**src/rtl/mips8_controller.sv**
```systemverilog
// Multicycle Moore control unit for the 8-bit MIPS datapath: byte-serial fetch,
// decode, and execute/memory/writeback sequencing plus ALU function decode.
module mips8_controller (
    input  logic       clk,
    input  logic       reset,
    input  logic [5:0] op,
    input  logic [5:0] funct,
    input  logic       zero,
    output logic       memread,
    output logic       memwrite,
    output logic       iord,
    output logic [3:0] irwrite,
    output logic       alusrca,
    output logic [1:0] alusrcb,
    output logic [2:0] alucontrol,
    output logic [1:0] pcsource,
    output logic       pcen,
    output logic       regwrite,
    output logic       regdst,
    output logic       memtoreg,
    output logic       instr_done,
    output logic [3:0] state
);

    localparam int unsigned OP_W  = 6;
    localparam int unsigned ALU_W = 3;

    localparam logic [OP_W-1:0] OP_LB    = 6'b100000;
    localparam logic [OP_W-1:0] OP_SB    = 6'b101000;
    localparam logic [OP_W-1:0] OP_RTYPE = 6'b000000;
    localparam logic [OP_W-1:0] OP_BEQ   = 6'b000100;
    localparam logic [OP_W-1:0] OP_J     = 6'b000010;
    localparam logic [OP_W-1:0] OP_ADDI  = 6'b001000;

    localparam logic [OP_W-1:0] FN_ADD = 6'b100000;
    localparam logic [OP_W-1:0] FN_SUB = 6'b100010;
    localparam logic [OP_W-1:0] FN_AND = 6'b100100;
    localparam logic [OP_W-1:0] FN_OR  = 6'b100101;
    localparam logic [OP_W-1:0] FN_SLT = 6'b101010;

    localparam logic [ALU_W-1:0] ALU_AND = 3'b000;
    localparam logic [ALU_W-1:0] ALU_OR  = 3'b001;
    localparam logic [ALU_W-1:0] ALU_ADD = 3'b010;
    localparam logic [ALU_W-1:0] ALU_SUB = 3'b110;
    localparam logic [ALU_W-1:0] ALU_SLT = 3'b111;

    typedef enum logic [3:0] {
        S_FETCH1  = 4'd0,
        S_FETCH2  = 4'd1,
        S_FETCH3  = 4'd2,
        S_FETCH4  = 4'd3,
        S_DECODE  = 4'd4,
        S_MEMADR  = 4'd5,
        S_LBRD    = 4'd6,
        S_LBWR    = 4'd7,
        S_SBWR    = 4'd8,
        S_RTYPEEX = 4'd9,
        S_RTYPEWR = 4'd10,
        S_BEQEX   = 4'd11,
        S_JEX     = 4'd12,
        S_ADDIEX  = 4'd13,
        S_ADDIWR  = 4'd14
    } state_t;

    state_t     state_q;
    state_t     state_d;
    logic       pcwrite;
    logic       branch;
    logic [1:0] aluop;

    always_ff @(posedge clk) begin
        if (reset) begin
            state_q <= S_FETCH1;
        end else begin
            state_q <= state_d;
        end
    end

    assign state = state_q;

    // Next-state and Moore control decode
    always_comb begin
        state_d    = state_q;
        memread    = 1'b0;
        memwrite   = 1'b0;
        iord       = 1'b0;
        irwrite    = 4'b0000;
        alusrca    = 1'b0;
        alusrcb    = 2'b00;
        pcsource   = 2'b00;
        regwrite   = 1'b0;
        regdst     = 1'b0;
        memtoreg   = 1'b0;
        instr_done = 1'b0;
        pcwrite    = 1'b0;
        branch     = 1'b0;
        aluop      = 2'b00;
        alucontrol = ALU_ADD;
        pcen       = 1'b0;

        case (state_q)
            S_FETCH1: begin
                memread = 1'b1;
                irwrite = 4'b0001;
                alusrcb = 2'b01;
                pcwrite = 1'b1;
                state_d = S_FETCH2;
            end
            S_FETCH2: begin
                memread = 1'b1;
                irwrite = 4'b0010;
                alusrcb = 2'b01;
                pcwrite = 1'b1;
                state_d = S_FETCH3;
            end
            S_FETCH3: begin
                memread = 1'b1;
                irwrite = 4'b0100;
                alusrcb = 2'b01;
                pcwrite = 1'b1;
                state_d = S_FETCH4;
            end
            S_FETCH4: begin
                memread = 1'b1;
                irwrite = 4'b1000;
                alusrcb = 2'b01;
                pcwrite = 1'b1;
                state_d = S_DECODE;
            end
            S_DECODE: begin
                alusrcb = 2'b11;
                case (op)
                    OP_LB, OP_SB: state_d = S_MEMADR;
                    OP_RTYPE:     state_d = S_RTYPEEX;
                    OP_BEQ:       state_d = S_BEQEX;
                    OP_J:         state_d = S_JEX;
                    OP_ADDI:      state_d = S_ADDIEX;
                    default: begin
                        // unknown opcode retires here as a NOP
                        instr_done = 1'b1;
                        state_d    = S_FETCH1;
                    end
                endcase
            end
            S_MEMADR: begin
                alusrca = 1'b1;
                alusrcb = 2'b10;
                state_d = (op == OP_LB) ? S_LBRD : S_SBWR;
            end
            S_LBRD: begin
                memread = 1'b1;
                iord    = 1'b1;
                state_d = S_LBWR;
            end
            S_LBWR: begin
                regwrite   = 1'b1;
                memtoreg   = 1'b1;
                instr_done = 1'b1;
                state_d    = S_FETCH1;
            end
            S_SBWR: begin
                memwrite   = 1'b1;
                iord       = 1'b1;
                instr_done = 1'b1;
                state_d    = S_FETCH1;
            end
            S_RTYPEEX: begin
                alusrca = 1'b1;
                aluop   = 2'b10;
                state_d = S_RTYPEWR;
            end
            S_RTYPEWR: begin
                regdst     = 1'b1;
                regwrite   = 1'b1;
                instr_done = 1'b1;
                state_d    = S_FETCH1;
            end
            S_BEQEX: begin
                alusrca    = 1'b1;
                aluop      = 2'b01;
                branch     = 1'b1;
                pcsource   = 2'b01;
                instr_done = 1'b1;
                state_d    = S_FETCH1;
            end
            S_JEX: begin
                pcwrite    = 1'b1;
                pcsource   = 2'b10;
                instr_done = 1'b1;
                state_d    = S_FETCH1;
            end
            S_ADDIEX: begin
                alusrca = 1'b1;
                alusrcb = 2'b10;
                state_d = S_ADDIWR;
            end
            S_ADDIWR: begin
                regwrite   = 1'b1;
                instr_done = 1'b1;
                state_d    = S_FETCH1;
            end
            default: state_d = S_FETCH1;
        endcase

        // Reset presents FETCH1 decode with every strobe suppressed
        if (reset) begin
            memread    = 1'b0;
            memwrite   = 1'b0;
            iord       = 1'b0;
            irwrite    = 4'b0000;
            alusrca    = 1'b0;
            alusrcb    = 2'b01;
            pcsource   = 2'b00;
            regwrite   = 1'b0;
            regdst     = 1'b0;
            memtoreg   = 1'b0;
            instr_done = 1'b0;
            pcwrite    = 1'b0;
            branch     = 1'b0;
            aluop      = 2'b00;
        end

        case (aluop)
            2'b01:   alucontrol = ALU_SUB;
            2'b10: begin
                case (funct)
                    FN_ADD:  alucontrol = ALU_ADD;
                    FN_SUB:  alucontrol = ALU_SUB;
                    FN_AND:  alucontrol = ALU_AND;
                    FN_OR:   alucontrol = ALU_OR;
                    FN_SLT:  alucontrol = ALU_SLT;
                    default: alucontrol = ALU_ADD;
                endcase
            end
            default: alucontrol = ALU_ADD;
        endcase

        pcen = pcwrite | (branch & zero);
    end

endmodule

```
**config.mk**
```make
export PLATFORM = sky130hd
export DESIGN_NAME = mips8_controller
export DESIGN_NICKNAME = d
export VERILOG_FILES = /design/src/rtl/mips8_controller.sv
export SDC_FILE = /design/constraint.sdc
export NUM_CORES = 1
export LEC_CHECK = 0
export ABC_AREA = 0
export CAP_MARGIN = 25
export CELL_PAD_IN_SITES_DETAIL_PLACEMENT = 0
export CELL_PAD_IN_SITES_GLOBAL_PLACEMENT = 1
export CORE_AREA = 8 8 64 66
export CTS_CLUSTER_DIAMETER = 100
export CTS_CLUSTER_SIZE = 16
export DETAILED_ROUTE_END_ITERATION = 6
export DIE_AREA = 0 0 72 74
export PLACE_DENSITY = 0.71
export SYNTH_ARGS = -nofsm -noshare
export SYNTH_HDL_FRONTEND = slang
export SYNTH_SLANG_ARGS = --single-unit
```
**constraint.sdc**
```tcl
create_clock -name clk -period 2 [get_ports clk]
set_clock_uncertainty 0.2 [all_clocks]
set_input_delay 0.3 -clock clk [delete_from_list [all_inputs] [get_ports clk]]
set_output_delay 0.3 -clock clk [all_outputs]
set_load 0.03 [all_outputs]
```
==> results.sh <==
export IMPL_dpl_hpwl_mm=2.10
export IMPL_grt_total_usage_pct=9.81
export IMPL_vias=956
export IMPL_pre_cts_ws_ns=-0.974
export IMPL_fin_util_pct=42.5
export IMPL_finalCriticalPeriod_ns=2.23
export IMPL_dr_pass1_iters=4
export IMPL_yosysMostFrequentCell="nor2_1"
export IMPL_cp_max_fo=4
export IMPL_drc=0
export IMPL_gp_congestion=0.855
export IMPL_path_clk_slew_ns=0.04
export IMPL_slew_violations=0
export IMPL_die_area_mm2=0.00533
export IMPL_drive_above_1_share_pct=50.3
export IMPL_start_util_pct=19.9
export IMPL_ios=39
export IMPL_ir_drop_v=0.000158
export IMPL_hold_violations=0
export IMPL_io_buffers=38
export IMPL_synth_commonest_cells="nor2_1 (14), a21oi_1 (9), nand2_1 (8)"
export IMPL_yosysUniqueCellTypes=38
export IMPL_syn_avg_cell_area_um2=6.72
export IMPL_fin_setup_tns_ns=-0.653
export IMPL_hp_class="input pin to register"
export IMPL_cts_buffers=3
export IMPL_num_nets_final=177
export IMPL_grt_overflow=0
export IMPL_period_share_pct=112
export IMPL_run_status="finished with violations"
export IMPL_antenna_found_initial=0
export IMPL_cts_root_buf="clkbuf_4"
export IMPL_synth_ff_type="dfxtp_1"
export IMPL_yosys_area_top_type_share_pct=12.7
export IMPL_grt_max_degree=18
export IMPL_setup_viol=3
export IMPL_synth_area_um2=632
export IMPL_drtIter0Drc=18
export IMPL_grt_pass1_vias=938
export IMPL_worst_slew_pin_slew_ns=0.486
export IMPL_end_kind="output port"
export IMPL_yosysTopAreaCell="dfxtp_1"
export IMPL_viasPerCell=4.66
export IMPL_power_total_mw=0.427
export IMPL_placedCellCount=198
export IMPL_synth_seq_area_share_pct=12.7
export IMPL_clk_latency_ns=0.24
export IMPL_stdcell_area_mm2=0.00135
export IMPL_core_area_mm2=0.00318
export IMPL_leakagePower_nw=0.591
export IMPL_fin_cells=205
export IMPL_met2_usage_pct=16.8
export IMPL_clock_sinks=4
export IMPL_grt_busiest_layer="met2"
export IMPL_maxCapViolCount=0
export IMPL_critPathKind="register to output port"
export IMPL_failed_checks="setup timing"
export IMPL_power_density_mw_per_mm2=316
export IMPL_synth_edf_count=0
export IMPL_antenna_cells=0
export IMPL_worst_slack_ns=-0.235
export IMPL_whs_ns=0.355
export IMPL_yosys_warnings=0
export IMPL_clockBufferDepth=2
export IMPL_row_count=21
export IMPL_async_reset_ff_share_pct=0
export IMPL_largest_reg_flops=4
export IMPL_cp_start_kind="register"
export IMPL_synth_area_top_cells="dfxtp_1 (13%), nor2_1 (8.3%), a21oi_1 (7.1%)"
export IMPL_slew_headroom_pct=67.1
export IMPL_ant_nets=0
export IMPL_die_h_um=74
export IMPL_ys_ff_latch=4
export IMPL_die_w_um=72
export IMPL_wl_per_cell_um=13.0
export IMPL_rsz0062_at_grt="yes"
export IMPL_synth_fp_nets=111
export IMPL_required_ns=1.50
export IMPL_syn_to_final_growth_pct=114
export IMPL_grt_pass1_wl_mm=4.19
export IMPL_max_clock_freq_ghz=0.448
export IMPL_cts_hold_buf=0
export IMPL_htree_levels=1
export IMPL_cts_tree="built"
export IMPL_routed_wl_mm=2.66
export IMPL_critPathArrivalTime_ns=1.73
export IMPL_syn_instance_count=94
export IMPL_placed_cell_area_mm2=0.00124
export IMPL_met1_usage_pct=10.3
export IMPL_gr_usage_met3_pct=3.50
## report_power, final
group | switching [mW] | internal, mW | total, mW
Sequential | 0.00616 | 0.0850 | 0.0911
Combinational | 0.113 | 0.105 | 0.219
Clock | 0.0419 | 0.0755 | 0.117
## routing by layer
| layer | up-vias | part of all wire (%) |
|---|---|---|
| li1 | 478 | - |
| met3 | 4 | 8.1 |
| met4 | 0 | 1.7 |
| met2 | 41 | 50 |
| met5 | - | 0 |
| met1 | 433 | 40 |
## timing repair
item,CTS,global route
resized for setup,22,12
setup buffers,3,1
pin swaps,4,3
setup endpoints to repair,8,10
endpoints found under the hold margin,0,0
cloned,0,0
## critical path, cell delays in order (launching register included)
cell and delay, ns:
dfxtp_4 0.35, nand2b_4 0.14, or3_4 0.35, ha_4 0.19, nand2_4 0.06, nor4_4 0.04
a32o_2 0.23, buf_6 0.14
## area by class of cell
| type | instances | area (um^2) |
|---|---|---|
| Clock buffer | 4 | 26.3 |
| Fill cell | 318 | 1830 |
| Inverter | 4 | 17.5 |
| Multi-Input combinational cell | 79 | 586 |
| Sequential cell | 4 | 92.6 |
| Tap cell | 46 | 57.6 |
| Timing Repair Buffer | 68 | 571 |
## cells in the final DEF (no fill, tap or decap), types with 3 or more instances in the layout
cell	netlist	layout
a21oi_1	9	9
clkbuf_4	0	3
buf_4	1	46
nor2_1	14	12
clkdlybuf4s50_1	0	14
nor3_1	6	4
buf_6	4	4
dfxtp_4	0	3
nand3_1	3	3
nand2_1	8	7
nor3_2	1	3
## path summary, 6_finish.rpt
kind / start / end / slack, ns / cells after the start
hold / removal: reset / state[1] / 0.35 / 3
setup reg to reg: state[0] / state[3] / 0.46 / 5
hold reg to reg: state[3] / state[2] / 0.51 / 2
setup / recovery: state[2] / alucontrol[0] / -0.23 / 7
## cell families (layout without fill, tap and decap cells)
logic type | after synthesis | after routing | synth area share [%]
AND/OR/NAND/NOR | 51 | 51 | 41.8
adder cells (fa/ha/maj) | 2 | 2 | 3.96
XOR/XNOR | 2 | 2 | 2.77
buffers and inverters | 11 | 76 | 12.3
AO/OA/AOI/OAI | 24 | 24 | 26.5
flip-flops | 4 | 4 | 12.7
Power figures use the tool's default switching activity.
